===== src/rtl/clk_div_pkg.sv =====
// Shared types and constants for the multi-channel clock divider.
package clk_div_pkg;

    typedef enum logic {
        IDLE = 1'b0,
        RUN  = 1'b1
    } ch_state_t;

    // Smallest divisor that still yields a high and a low phase
    localparam int unsigned MIN_DIV = 2;

endpackage


===== src/rtl/clk_div_channel.sv =====
// One divider channel: run state, period counter, active/pending divisor,
// registered square-wave and period-tick outputs.
module clk_div_channel
    import clk_div_pkg::*;
#(
    parameter int unsigned CNT_W       = 27,
    parameter int unsigned DEFAULT_DIV = 100000
) (
    input  logic             clk,
    input  logic             rst,
    input  logic             en,
    input  logic             sync,
    input  logic             wr,
    input  logic [CNT_W-1:0] wr_val,
    output logic             clk_out,
    output logic             tick
);

    ch_state_t        state, nxt_state;
    logic [CNT_W-1:0] cnt, nxt_cnt;
    logic [CNT_W-1:0] act, nxt_act;
    logic [CNT_W-1:0] pend, nxt_pend;
    logic             pv, nxt_pv;
    logic             apply;
    logic             wrap;
    logic [CNT_W-1:0] nxt_high;
    logic             nxt_clk_out;
    logic             nxt_tick;

    // Next-state: counter advance/stop, divisor hand-over, and outputs
    // derived from the next state so they line up with the registered count.
    always_comb begin
        nxt_state = state;
        nxt_cnt   = cnt;
        nxt_act   = act;
        nxt_pend  = pend;
        nxt_pv    = pv;
        apply     = 1'b0;
        wrap      = (cnt == act - CNT_W'(1));

        if (state == IDLE) begin
            apply   = 1'b1;
            nxt_cnt = '0;
            if (en) begin
                nxt_state = RUN;
            end
        end else if (!en) begin
            nxt_state = IDLE;
            nxt_cnt   = '0;
        end else if (sync || wrap) begin
            nxt_cnt = '0;
            apply   = 1'b1;
        end else begin
            nxt_cnt = cnt + CNT_W'(1);
        end

        // Apply uses the pending value from before this edge; a write on the
        // same edge becomes the new pending value for the next boundary.
        if (apply && pv) begin
            nxt_act = pend;
            nxt_pv  = 1'b0;
        end
        if (wr) begin
            nxt_pend = wr_val;
            nxt_pv   = 1'b1;
        end

        nxt_high    = nxt_act - (nxt_act >> 1);
        nxt_clk_out = (nxt_state == RUN) && (nxt_cnt < nxt_high);
        nxt_tick    = (nxt_state == RUN) && (nxt_cnt == '0);
    end

    // Channel state and output registers with synchronous active-low reset.
    always_ff @(posedge clk) begin
        if (!rst) begin
            state   <= IDLE;
            cnt     <= '0;
            act     <= CNT_W'(DEFAULT_DIV);
            pend    <= CNT_W'(DEFAULT_DIV);
            pv      <= 1'b0;
            clk_out <= 1'b0;
            tick    <= 1'b0;
        end else begin
            state   <= nxt_state;
            cnt     <= nxt_cnt;
            act     <= nxt_act;
            pend    <= nxt_pend;
            pv      <= nxt_pv;
            clk_out <= nxt_clk_out;
            tick    <= nxt_tick;
        end
    end

endmodule


===== src/rtl/clk_div_multi.sv =====
// Multi-channel programmable clock/tick generator: divisor write decode,
// range check, ack/err pulses, and CHANNELS divider instances.
module clk_div_multi
    import clk_div_pkg::*;
#(
    parameter int unsigned CHANNELS    = 4,
    parameter int unsigned CNT_W       = 27,
    parameter int unsigned DEFAULT_DIV = 100000,
    localparam int unsigned SEL_W      = (CHANNELS > 1) ? $clog2(CHANNELS) : 1
) (
    input  logic                clk,
    input  logic                rst,
    input  logic [CHANNELS-1:0] en,
    input  logic                sync,
    input  logic                div_wr,
    input  logic [SEL_W-1:0]    div_sel,
    input  logic [CNT_W-1:0]    div_val,
    output logic                div_ack,
    output logic                div_err,
    output logic [CHANNELS-1:0] clk_out,
    output logic [CHANNELS-1:0] tick
);

    logic sel_ok_c;
    logic val_ok_c;
    logic wr_ok_c;

    // Write qualification: channel index in range and divisor large enough.
    always_comb begin
        sel_ok_c = (32'(div_sel) < 32'(CHANNELS));
        val_ok_c = (div_val >= CNT_W'(MIN_DIV));
        wr_ok_c  = div_wr && sel_ok_c && val_ok_c;
    end

    // Registered one-cycle accept/reject pulses.
    always_ff @(posedge clk) begin
        if (!rst) begin
            div_ack <= 1'b0;
            div_err <= 1'b0;
        end else begin
            div_ack <= wr_ok_c;
            div_err <= div_wr && !wr_ok_c;
        end
    end

    for (genvar i = 0; i < int'(CHANNELS); i++) begin : g_ch
        clk_div_channel #(
            .CNT_W       (CNT_W),
            .DEFAULT_DIV (DEFAULT_DIV)
        ) u_ch (
            .clk     (clk),
            .rst     (rst),
            .en      (en[i]),
            .sync    (sync),
            .wr      (wr_ok_c && (div_sel == SEL_W'(i))),
            .wr_val  (div_val),
            .clk_out (clk_out[i]),
            .tick    (tick[i])
        );
    end

endmodule


===== config.mk =====
export PLATFORM = sky130hd
export DESIGN_NAME = clk_div_multi
export DESIGN_NICKNAME = d
export VERILOG_FILES = /design/src/rtl/clk_div_pkg.sv /design/src/rtl/clk_div_channel.sv /design/src/rtl/clk_div_multi.sv
export SDC_FILE = /design/constraint.sdc
export NUM_CORES = 1
export LEC_CHECK = 0
export ABC_CLOCK_PERIOD_IN_PS = 8300
export CAP_MARGIN = 20
export CORE_ASPECT_RATIO = 0.7
export CORE_UTILIZATION = 30
export CTS_CLUSTER_SIZE = 30
export DETAILED_ROUTE_END_ITERATION = 8
export PLACE_DENSITY_LB_ADDON = 0.25
export SLEW_MARGIN = 20
export SYNTH_ARGS = -nofsm -noshare
export SYNTH_HDL_FRONTEND = slang
export SYNTH_SLANG_ARGS = --single-unit

===== constraint.sdc =====
create_clock -name clk -period 8.3 [get_ports clk]
set_clock_uncertainty 0.05 [all_clocks]
set_input_delay 1.66 -clock clk [delete_from_list [all_inputs] [get_ports clk]]
set_output_delay 1.66 -clock clk [all_outputs]
set_load 0.03 [all_outputs]

Word level (Yosys, flattened, before mapping)
Cells that the tools add are included.

word-level totals
  output and inout port bits = 10
  bits of input ports = 37
  word-level logic and storage cells = 126
  bits in registers = 342

operators by class
  order comparisons = 5
  reductions and logical operators = 32
  $add $sub $neg = 12
  equality and inequality tests = 7
  muxes and demuxes = 40

operators by type and width
  cell                                                                    number
  27-bit two-way mux                                                      16
  27-bit by 1-bit adder with 27-bit output, second input constant         4
  27-bit == test                                                          4
  27-bit logical NOT                                                      4
  27-bit less-than comparator                                             4
  27-bit by 1-bit subtractor with 27-bit output, second input constant    4
  27-bit by 26-bit subtractor with 27-bit output                          4
  27-bit by 2-bit >= comparator with 1-bit output, second input constant  1
  1-bit two-way mux                                                       24
  1-bit logical AND                                                       18
  2-bit nonzero test                                                      4
  2-bit == test, second input constant                                    2
  1-bit logical OR                                                        4
  2-bit by 1-bit == test with 1-bit output, second input constant         1
  2-bit logical NOT                                                       1
  1-bit logical NOT                                                       1

Logic depth before layout (Yosys ltp)
Gate-level depths: netlist of run 1.

  word-level depth = 11
  depth in mapped cells = 40

Modules after synthesis
Synthesis of run 1 repeated with hierarchy kept, for this count alone.

second synthesis, totals
  cells, all modules = 3,477
  area, all modules = 27,619.0 um^2

by module, submodules not included
  module                               area each (um^2)  cells each  times used
  clk_div_channel at g_ch[1].u_ch ...  7,006.7           883         2
  clk_div_channel at g_ch[0].u_ch      6,897.9           866         1
  clk_div_channel at g_ch[3].u_ch      6,537.5           820         1
  clk_div_multi                        170.2             25          1

Worst setup path before layout of run 1
Ideal clock, no wire load.

  kind = register to register
  start = reg g_ch[1].u_ch.act[0]
  end = reg g_ch[1].u_ch.clk_out
  arrival time = 7.957 ns
  setup time = 0.070 ns
  path slack = 0.224 ns
  stages on the path, launching flop included = 38
  period minus slack after synthesis = 8.076 ns
  path buffers = 1
  path through = dfxtp_1 -> inv_1 -> ha_1 -> or4b_2 -> nor2_1 -> o2111ai_1 -> a22o_1 -> or4_1 -> o31ai_2 -> nand2_1 -> clkbuf_1 -> mux2i_1 -> ha_1 -> inv_1 -> fa_1 -> a21oi_1 -> a211oi_1 -> a21o_1 -> [2 not listed] -> a221oi_1 -> o21ai_1 -> a21oi_2 -> o31ai_1 -> a41o_1 -> a21oi_1 -> xor2_1 -> ha_1 -> a21o_1 -> a21oi_1 -> nor2b_1 -> o21ai_0 -> nand2b_1 -> a21oi_1 -> o21ai_0 -> a21o_1 -> a211o_1 -> a21oi_1

between the ends
  longest elaborated chain between the ends = 11
  elaborated cells on any way between the ends = 14
  those cells by class = add/sub: 2; order compare: 1; eq/ne: 1; mux: 7; reduce/logical: 3

RTL lines
  what                                            RTL line               RTL
  from (decl)                                     clk_div_channel.sv:21  logic [CNT_W-1:0] act, nxt_act;
  from (signal assigned)                          clk_div_channel.sv:78  act <= CNT_W'(DEFAULT_DIV);
  from (signal assigned)                          clk_div_channel.sv:86  act <= nxt_act;
  27-bit by 1-bit subtractor with 27-bit output   clk_div_channel.sv:39  wrap = (cnt == act - CNT_W'(1));
  27-bit == test                                  clk_div_channel.sv:39
  1-bit logical OR                                clk_div_channel.sv:50  end else if (sync || wrap) begin
  1-bit two-way mux                               clk_div_channel.sv:50
  1-bit two-way mux                               clk_div_channel.sv:47  end else if (!en) begin
  1-bit two-way mux                               clk_div_channel.sv:41  if (state == IDLE) begin
  1-bit logical AND                               clk_div_channel.sv:59  if (apply && pv) begin
  27-bit two-way mux                              clk_div_channel.sv:59
  27-bit by 26-bit subtractor with 27-bit output  clk_div_channel.sv:68  nxt_high = nxt_act - (nxt_act >> 1);
  27-bit less-than comparator *                   clk_div_channel.sv:69  nxt_clk_out = (nxt_state == RUN) && (nxt_cnt < nxt_high);
  1-bit logical AND *                             clk_div_channel.sv:69
  to (signal assigned)                            clk_div_channel.sv:89  clk_out <= nxt_clk_out;
  to (decl)                                       clk_div_channel.sv:15  output logic clk_out,

Mark *: on every way between the ends. The rest lies on a longest branch, timed or not.
A chain may end at the register's enable or synchronous reset.

Worst setup path in the final report of run 1
  start = reg g_ch[3].u_ch.act[3]
  end = reg g_ch[3].u_ch.clk_out

between the ends
  longest elaborated chain between the ends = 11
  elaborated cells on any way between the ends = 14
  those cells by class = add/sub: 2; order compare: 1; eq/ne: 1; mux: 7; reduce/logical: 3

RTL lines
  what                                            RTL line
  from (decl)                                     clk_div_channel.sv:21
  from (signal assigned)                          clk_div_channel.sv:78
  from (signal assigned)                          clk_div_channel.sv:86
  27-bit by 1-bit subtractor with 27-bit output   clk_div_channel.sv:39
  27-bit == test                                  clk_div_channel.sv:39
  1-bit logical OR                                clk_div_channel.sv:50
  1-bit two-way mux                               clk_div_channel.sv:50
  1-bit two-way mux                               clk_div_channel.sv:47
  1-bit two-way mux                               clk_div_channel.sv:41
  1-bit logical AND                               clk_div_channel.sv:59
  27-bit two-way mux                              clk_div_channel.sv:59
  27-bit by 26-bit subtractor with 27-bit output  clk_div_channel.sv:68
  27-bit less-than comparator *                   clk_div_channel.sv:69
  1-bit logical AND *                             clk_div_channel.sv:69
  to (signal assigned)                            clk_div_channel.sv:89
  to (decl)                                       clk_div_channel.sv:15

Marks and branches as above.

==> metrics, run 1 <==
via count roughly 24000; GR Overflow Total 0; outcome finished clean; Max-slew headroom between 20% and 30%; fin crit period 7.84 ns; critical path class reg2reg; CTS root buffer clkbuf_16; proportion of layout cells with a drive suffix above 1 between 6 and 7%; design area between 20000 and 30000 µm²; Post-synth EDFFs 0; Clock transition at path regs approximately 0.06 ns; CTS buffer count 37; first-pass GRT wire length around 130000 µm; final core utilization 34.2%; GRT Total Usage between 10% and 20%; syn nets about 3700; Max Fclk between 100 and 150 MHz; WL/cell 18.0 µm; Mapped Avg Cell Area about 7.6 µm²; ys async rst share 0%; Pwr Density 131 nW/µm²; commonest cells in the netlist 393 x nand2_1, 358 x nor2_1, 342 x dfxtp_1; crit path capture type flop; type of the worst min-delay path reg2reg; Die Y around 250 µm; Fin. Hold Viols 0; post-synthesis mux area share roughly 5%; TritonCTS clock tree built; Yosys top cell area share approximately a quarter; Max VDD drop around 0.16 mV; vias in the first global route approximately 22000; fin. max-slew vios 0; Clock Sinks 342; FP Rows 90; Longest Clk Path Bufs 3; Crit path required time 8.69 ns; Post-Synth Simple-Gate Area a little over a quarter; Routability Congestion approximately 0.91; Remaining DRCs 0; Post-Synth XOR/XNOR Area a little under an eighth; TritonRoute pass-1 iters 6; synth top area cells dfxtp_1 26%, ha_1 9.5%, xnor2_1 6.4%; post-route insts no fill around 4600; largest net degree at the start of global routing ~110; CP startpoint kind flop; initial antenna violation count 4; count leader, synth nand2_1; largest family of logic cells by synthesized area simple AND/OR/NAND/NOR gates; # nets final between 3000 and 4000; die width between 300 and 400 µm; number of fill cells a little over 9000; slowest CP cell or4_4; # diodes 0; post-place instance area around 28000 µm²; most used cell, CP a21o_1; period utilization 94.4%; I/O pin count between 40 and 50; Vias per Instance around 5.3; initial core utilization a little under a third; hold_ws around 0.4 ns; DP HPWL 64800 µm; clock latency on the worst-skew pair about 0.56 ns; Synth cell types 100; mapped cell area between 20000 and 30000 µm²; DR WL met3 6860 µm; DRT antenna net count 0; area grow syn2layout 12.8%; worst-margin pin slew roughly 1.0 ns; Synth Warn # 0; highest metal used met5; wire length on met1 44100 µm; Synth area leader dfxtp_1; sequential share of the synthesized area between 20% and 30%; endpoints failing setup 0; PortBufs 46; Inst Count DP about 4500; max-cap violations 0; crit-path max cell delay between 0.6 and 0.7 ns; Die ar. ~90000 µm²; Syn Inst Count between 3000 and 4000; Leakage 0.0120 µW; Core Region around 86000 µm²; DR WL met2 roughly 31000 µm; H-tree Lvls 2; Iter 0 DRT Violations between 2000 and 2500; Synth Area in Adders ~10%; post-synthesis compound-gate area fraction between 10% and 20%; Routed WL 82800 µm; Top FF cell, synth dfxtp_1; critical path arrival around 8.2 ns; Seq cells post-synth 342; CP max FO 8
[through the flow]
| step | setup WS, ns | power, µW | TNS [ns] |
|---|---|---|---|
| after floorplan | 0.224 | 1980 | 0 |
| after global placement | 0.256 | 2110 | 0 |
| after detailed placement | 0.210 | 2110 | 0 |
| after CTS | 0.178 | 3910 | 0 |
| after global routing | -0.0119 | 4020 | -0.0119 |
| final | 0.464 | 3870 | 0 |
[final timing paths]
kind / from / endpoint / slack (ns) / cells after the start
min reg2reg: g_ch[0].u_ch.pend[22] / g_ch[0].u_ch.pend[22] / 0.40 / 2
max: g_ch[3].u_ch.act[3] / g_ch[3].u_ch.clk_out / 0.46 / 36
max reg2reg: g_ch[3].u_ch.act[3] / g_ch[3].u_ch.clk_out / 0.46 / 36
min: g_ch[0].u_ch.pend[22] / g_ch[0].u_ch.pend[22] / 0.40 / 2
[kinds of logic (layout without fill, tap and decap cells)]
kind of cell / Yosys count / in the layout
and+or+nand+nor: 1413 / 1413
AOI/OAI and AO/OA: 631 / 631
xor gates and xnor gates: 348 / 348
buffers and inverters: 347 / 371
DFF: 342 / 342
adders and majority gates: 212 / 212
muxes: 127 / 127
[timing repair]
action,4_1_cts,5_1_grt
endpoints found under the setup margin,0,4
buffers inserted,0,6
gates resized for setup,0,33
hold buffers,0,0
[critical path, delay by kind of cell, from the launching register on]
| family | cells | cell delay, ns |
|---|---|---|
| xor gates and xnor gates | 1 | 0.12 |
| buffers and inverters | 1 | 0.06 |
| adders and majority gates | 3 | 0.89 |
| DFF | 1 | 0.40 |
| AOI/OAI and AO/OA | 19 | 3.41 |
| and+or+nand+nor | 12 | 2.78 |
[per-layer routing]
layer / global-route usage, % / up-vias
met5: 0 / -
met4: 2.55 / 4
met3: 4.60 / 73
met1: 29.4 / 11400
li1: - / 12000
met2: 24.3 / 657
[state kept, by name, summed over array words and instances (netlist names)]
signal,cells
g_ch.u_ch.tick,4
g_ch.u_ch.act,108
g_ch.u_ch.pv,4
div_err,1
g_ch.u_ch.cnt,108
g_ch.u_ch.clk_out,4
g_ch.u_ch.pend,108
div_ack,1
g_ch.u_ch.state,4
[where the power goes]
group          switching (µW)  internal [µW]
Clock                     738           1050
Sequential               24.8           1670
Combinational             243            150
[layout make-up]
class                   count  area, µm²  share of cell area (%)
flip-flops and latches    342       6850                    23.2
well taps                1150       1440                    4.88
inverters                 167        634                    2.15
repair buffers            142       1200                    4.08
multi-input cells        2731      18100                    61.4
clock buffers              49       1020                    3.46
clock inverters            13        220                   0.747
[layout by cell type, fill, tap and decap left out, types with 16 or more instances in the layout]
master / netlist / routed
a211oi_1: 17 / 16
a21o_1: 56 / 56
a21oi_1: 239 / 236
a31oi_1: 33 / 31
and2_1: 23 / 23
and3_1: 43 / 42
buf_4: 8 / 94
clkbuf_16: 0 / 37
clkdlybuf4s50_1: 0 / 45
dfxtp_1: 342 / 342
ha_1: 199 / 199
inv_1: 166 / 166
mux2i_1: 119 / 117
nand2_1: 393 / 392
nand2b_1: 41 / 41
nand3_1: 117 / 115
nand4_1: 53 / 53
nor2_1: 358 / 356
nor2b_1: 36 / 36
nor3_1: 146 / 144
nor4_1: 58 / 55
o211ai_1: 20 / 20
o21ai_0: 100 / 97
or3_1: 23 / 23
or4_1: 33 / 29
xnor2_1: 192 / 192
xor2_1: 156 / 156
Power figures use the tool's default switching activity.
==> run 2: changes to the inputs <==
--- a/config.mk
+++ b/config.mk
@@ -5,12 +5,13 @@
 export SDC_FILE = /design/constraint.sdc
 export NUM_CORES = 1
 export LEC_CHECK = 0
-export ABC_CLOCK_PERIOD_IN_PS = 8300
+export ABC_CLOCK_PERIOD_IN_PS = 9000
 export CAP_MARGIN = 20
 export CORE_ASPECT_RATIO = 0.7
 export CORE_UTILIZATION = 30
 export CTS_CLUSTER_SIZE = 30
 export DETAILED_ROUTE_END_ITERATION = 8
+export MAX_ROUTING_LAYER = met4
 export PLACE_DENSITY_LB_ADDON = 0.25
 export SLEW_MARGIN = 20
 export SYNTH_ARGS = -nofsm -noshare
==> constraint.sdc (replaced) <==
create_clock -name clk -period 9 [get_ports clk]
set_clock_uncertainty 0.05 [all_clocks]
set_input_delay 1.8 -clock clk [delete_from_list [all_inputs] [get_ports clk]]
set_output_delay 1.8 -clock clk [all_outputs]
set_load 0.03 [all_outputs]
==> run 2 against run 1 <==
  * Hold slack worse by 0.0018 ns
  * Clock-buffer cell count is 5 higher
  * Sequential power is 8% lower
  * Sequential share of layout area is 0.25 points higher
  * Total power is 6.4% lower
  * Non-clock buffer count is 40 lower
  * Final cell count is 0.67% lower
  * Combinational power is 9.4% lower
  * Critical path type unchanged
  * Clock power is 5% lower
  * Routed wire length is 2.0% lower
  * Largest power group unchanged
  * Via count is 1.7% lower
  * Critical path depth is 2 higher
==> metrics, run 2 (synthesized netlist as in run 1, its figures left out) <==
outcome finished clean (unchanged); CP max FO 9 (was 8); Routability Congestion 0.937 (was 0.913); Pwr Density 124 nW/µm² (was 131 nW/µm²); # hold bufs at CTS 0 (unchanged); largest net degree at the start of global routing 172 (was 114); endpoints failing setup 0 (unchanged); GRT Total Usage 18.5% (was 18.4%); commonest non-fill, non-tap cells in the layout 393 x nand2_1, 356 x nor2_1, 342 x dfxtp_1 (was 392 x nand2_1, 356 x nor2_1, 342 x dfxtp_1); Max Fclk 120 MHz (was 128 MHz); final worst slack 0.634 ns (was 0.464 ns); crit-path max cell delay 0.57 ns (was 0.61 ns); Clock transition at path regs 0.07 ns (was 0.06 ns); critical path class reg2reg (unchanged); CTS buffer count 38 (was 37); CTS root buffer clkbuf_16 (unchanged); Die Y 249 µm (unchanged); initial core utilization 30.3% (unchanged); design area 29200 µm² (was 29500 µm²); worst-margin pin slew 1.09 ns (was 1.05 ns); max-cap violations 0 (unchanged); GR Overflow Total 0 (unchanged); WL/cell 17.8 µm (was 18.0 µm); fin crit period 8.37 ns (was 7.84 ns); period utilization 93.0% (was 94.4%); met1 Use GR 29.2% (was 29.4%); final core utilization 33.9% (was 34.2%); Crit path required time 9.41 ns (was 8.69 ns); fin. max-slew vios 0 (unchanged); type of the worst min-delay path reg2reg (unchanged); initial antenna violation count 4 (unchanged); commonest non-fill, non-tap cell in the layout nand2_1 (unchanged); Reg2Reg Depth 38 (was 36); Top Usage Layer GRT met1 (unchanged); via count 23700 (was 24100); Clock Sinks 342 (unchanged); vias in the first global route 21600 (was 22400); met3 GRT Util 4.21% (was 4.60%); DRT antenna net count 0 (unchanged); hold path depth 2 (unchanged); Routed WL 81100 µm (was 82800 µm); first-pass GRT wire length 127000 µm (was 130000 µm); Largest regs g_ch.u_ch.act (108), g_ch.u_ch.cnt (108), g_ch.u_ch.pend (108) (unchanged); H-tree Lvls 2 (unchanged); Max VDD drop 0.105 mV (was 0.157 mV); # nets final 3621 (was 3660); area grow syn2layout 11.6% (was 12.8%); proportion of layout cells with a drive suffix above 1 5.48% (was 6.88%); CP startpoint kind flop (unchanged); die width 355 µm (unchanged); TritonCTS clock tree built (unchanged); TritonRoute pass-1 iters 7 (was 6); Fin. Hold Viols 0 (unchanged); most used cell, CP a21o_1 (unchanged); DP HPWL 63000 µm (was 64800 µm); Setup WS pre-CTS 0.374 ns (was 0.210 ns); Vias per Instance 5.20 (was 5.25); FP Rows 90 (unchanged); Leakage 0.0118 µW (was 0.0120 µW); Max-slew headroom 27.4% (was 29.3%); slowest CP cell or4b_4 (was or4_4); PortBufs 46 (unchanged); I/O pin count 47 (unchanged); critical path arrival 8.78 ns (was 8.23 ns); Core Region 86100 µm² (unchanged); hold_ws 0.403 ns (was 0.405 ns); Longest Clk Path Bufs 3 (unchanged); Die ar. 88300 µm² (unchanged); crit path capture type flop (unchanged); met2 usage 23.3% (was 24.3%); post-place instance area 27700 µm² (was 28000 µm²); Remaining DRCs 0 (unchanged); clock latency on the worst-skew pair 0.57 ns (was 0.56 ns); Iter 0 DRT Violations 1999 (was 2019)
## run 2: power by group
group,internal [µW],switching [µW]
logic,136,220
registers,1540,23.6
clock network,1000,701
total,2680,945
## run 2: repair_timing
item                       in CTS  in global routing
buffers inserted                0                  4
gates resized for setup         0                  9
setup endpoints to repair       0                  2
## run 2: critical path, delay by kind of cell, from the launching register on
kind / cells / cell delay [ns]
AO/OA/AOI/OAI: 19 / 3.79
XOR/XNOR: 1 / 0.12
adder cells (fa/ha/maj): 4 / 1.15
buffers and inverters: 2 / 0.16
flip-flops: 1 / 0.36
AND/OR/NAND/NOR: 12 / 2.60
## run 2: final timing paths
check                        startpoint               endpoint  slack, ns
setup / recovery    g_ch[3].u_ch.act[0]   g_ch[3].u_ch.clk_out       0.63
hold / removal    g_ch[3].u_ch.pend[14]  g_ch[3].u_ch.pend[14]       0.40
setup reg to reg    g_ch[3].u_ch.act[0]   g_ch[3].u_ch.clk_out       0.63
hold reg to reg   g_ch[3].u_ch.pend[14]  g_ch[3].u_ch.pend[14]       0.40
## run 2: through the flow
step / std cells / power, µW / TNS, ns
6_report: 4563 / 3620 / 0
2_1_floorplan: 3420 / 1820 / 0
3_3_place_gp: 4486 / 1940 / 0
3_5_place_dp: 4487 / 1940 / 0
4_1_cts: 4555 / 3670 / 0
5_1_grt: 4563 / 3780 / -0.0142
## run 2: metal layers
metal | vias to the layer above | wire (µm) | part of all wire, %
met1 | 11100 | 44000 | 54
li1 | 12000 | - | -
met5 | - | 0 | 0
met3 | 69 | 6210 | 7.7
met2 | 608 | 29900 | 37
met4 | 0 | 1020 | 1.3
## run 2: cell type report
| class | count | area [µm²] |
|---|---|---|
| clock buffer | 54 | 1140 |
| fill | 9244 | 57000 |
| clock inverter | 14 | 186 |
| antenna | 3 | 7.51 |
| timing repair buffer | 102 | 903 |
| multi-input combinational | 2731 | 18000 |
| inverter | 167 | 634 |
| tap | 1150 | 1440 |
| sequential | 342 | 6850 |
==> run 3: changes to the inputs <==
--- a/config.mk
+++ b/config.mk
@@ -8,7 +8,7 @@
 export ABC_CLOCK_PERIOD_IN_PS = 9000
 export CAP_MARGIN = 20
 export CORE_ASPECT_RATIO = 0.7
-export CORE_UTILIZATION = 30
+export CORE_UTILIZATION = 60
 export CTS_CLUSTER_SIZE = 30
 export DETAILED_ROUTE_END_ITERATION = 8
 export MAX_ROUTING_LAYER = met4
==> run 3 against run 2 <==
  * Sequential cell count is the same
  * Hold slack gained 0.0030 ns
  * Routed wire length up 1.3%
  * Largest cell class unchanged
  * Largest power group is now sequential cells
  * Highest routed layer unchanged
==> metrics, run 3 (synthesized netlist as in run 1, its figures left out) <==
outcome finished clean (unchanged); Die ar. 44400 µm² (was 88300 µm²); H-tree Lvls 2 (unchanged); TritonRoute pass-1 iters 8 (was 7); first-pass GRT wire length 128000 µm (was 127000 µm); largest net degree at the start of global routing 167 (was 172); period utilization 94.7% (was 93.0%); met1 Use GR 54.9% (was 29.2%); CTS root buffer clkbuf_16 (unchanged); P_sw 909 µW (was 945 µW); most used cell, CP o21ai_0 (was a21o_1); Fin. Hold Viols 0 (unchanged); initial core utilization 61.3% (was 30.3%); slowest CP cell or4b_2 (was or4b_4); FP Rows 63 (was 90); Die Y 177 µm (was 249 µm); Crit path buffers/inverters 5 (was 2); Largest regs g_ch.u_ch.act (108), g_ch.u_ch.cnt (108), g_ch.u_ch.pend (108) (unchanged); CP max FO 10 (was 9); # nets final 3598 (was 3621); crit path capture type flop (unchanged); number of fill cells 3629 (was 9244); Iter 0 DRT Violations 2791 (was 1999); crit-path leading delay family compound AO/OA/AOI/OAI gates (unchanged); TritonCTS clock tree built (unchanged); Sw Ratio 26.3% (was 26.1%); Routed WL 82200 µm (was 81100 µm); via count 25100 (was 23700); Multi-input gate area 18000 µm² (about the same); Remaining DRCs 0 (unchanged); die width 251 µm (was 355 µm); clock latency on the worst-skew pair 0.55 ns (was 0.57 ns); WL/cell 20.7 µm (was 17.8 µm); crit-path max cell delay 0.66 ns (was 0.57 ns); Setup TNS 0 ns (unchanged); Pint 2550 µW (was 2680 µW); fin crit period 8.52 ns (was 8.37 ns); Max VDD drop 0.125 mV (was 0.105 mV); GR Overflow Total 0 (unchanged); GRT Total Usage 37.4% (was 18.5%); type of the worst min-delay path reg2reg (unchanged); Inst Count DP 3905 (was 4487); # hold bufs at CTS 0 (unchanged); initial antenna violation count 0 (was 4); DRT antenna net count 0 (unchanged); Logic pwr share 10.1% (was 9.8%); met2 usage 52.6% (was 23.3%); Clock transition at path regs 0.07 ns (about the same); critical path arrival 8.95 ns (was 8.78 ns); proportion of layout cells with a drive suffix above 1 4.64% (was 5.48%); max-cap violations 0 (unchanged); Routability Congestion 0.971 (was 0.937); clock network fraction of total power 44.6% (was 47.0%); PortBufs 46 (unchanged); met3 GRT Util 6.56% (was 4.21%); unrepaired setup endpoints after global routing false; Leakage 0.0116 µW (was 0.0118 µW); CTS buffer count 36 (was 38); Max-slew headroom 26.6% (was 27.4%); worst-margin pin slew 1.10 ns (was 1.09 ns); I/O pin count 47 (unchanged); hold_ws 0.406 ns (was 0.403 ns); commonest non-fill, non-tap cell in the layout nand2_1 (unchanged); Register Area 6850 µm² (unchanged); CP startpoint kind flop (unchanged); Vias per Instance 6.33 (was 5.20); fin. max-slew vios 0 (unchanged); DP HPWL 63500 µm (was 63000 µm); commonest non-fill, non-tap cells in the layout 393 x nand2_1, 356 x nor2_1, 342 x dfxtp_1 (unchanged); post-route insts no fill 3970 (was 4563); Sequential Power Share 45.3% (was 43.1%); Clock Sinks 342 (unchanged); Core Region 42600 µm² (was 86100 µm²); Pwr Density 123 nW/µm² (was 124 nW/µm²); vias in the first global route 22900 (was 21600); area grow syn2layout 7.54% (was 11.6%); Max Fclk 117 MHz (was 120 MHz); Longest Clk Path Bufs 3 (unchanged); # diodes 0 (was 3); Crit path required time 9.43 ns (was 9.41 ns); Top Usage Layer GRT met1 (unchanged); critical path class reg2reg (unchanged); endpoints failing setup 0 (unchanged)
-- run 3: changes by cell type in the layout (fill, tap and decap cells not counted), sizes merged --
cell      previous run  this run
buf                 57        36
clkbuf              54        50
diode                3         0
bufinv               4         3
clkinv               5         6
clkinvlp             5         4
inv                167       168
-- run 3: per-layer routing --
metal	vias up	share of wire [%]
met2	1179	41
li1	11900	-
met5	-	0
met1	11900	47
met4	0	2.1
met3	137	10
-- run 3: stage by stage --
step / setup WS [ns] / area [µm²] / util, % / power (µW)
after floorplan: 0.924 / 26100 / - / 1820
after detailed placement: 0.228 / 26900 / 63.1 / 1940
final: 0.481 / 28100 / 65.9 / 3460
after CTS: 0.265 / 28100 / 65.8 / 3460
after global routing: 0.00299 / 28100 / 65.9 / 3560
after global placement: 0.461 / 26900 / 63.0 / 1930
-- run 3: tightest hold or removal path, stage by stage (launching register included) --
cell	delay, ns
dfxtp_1	0.31
nand2_1	0.05
a21oi_1	0.05
-- run 3: final cells by class --
class,count,area share (%)
multi-input combinational,2731,64.0
sequential,342,24.4
clock buffer,50,3.61
tap,585,2.60
timing repair buffer,81,2.58
inverter,167,2.26
clock inverter,14,0.579
-- run 3: power groups by stage --
stage          Combinational, µW  Sequential, µW  Clock (µW)
2_1_floorplan                237            1580           0
3_3_place_gp                 327            1600           0
3_5_place_dp                 337            1600           0
4_1_cts                      339            1570        1550
5_1_grt                      376            1570        1610
6_report                     348            1570        1540
-- run 3: worst paths after layout --
check / startpoint / to / slack (ns) / cells after the start
worst min register to register: g_ch[3].u_ch.pend[23] / g_ch[3].u_ch.pend[23] / 0.41 / 2
worst max register to register: g_ch[1].u_ch.act[0] / g_ch[1].u_ch.clk_out / 0.48 / 39
worst max-delay path: g_ch[1].u_ch.act[0] / g_ch[1].u_ch.clk_out / 0.48 / 39
worst min-delay path: g_ch[3].u_ch.pend[23] / g_ch[3].u_ch.pend[23] / 0.41 / 2
-- run 3: what timing repair did --
item	4_1_cts	5_1_grt
gates resized for setup	0	7
setup buffers	0	1
endpoints found under the setup margin	0	3
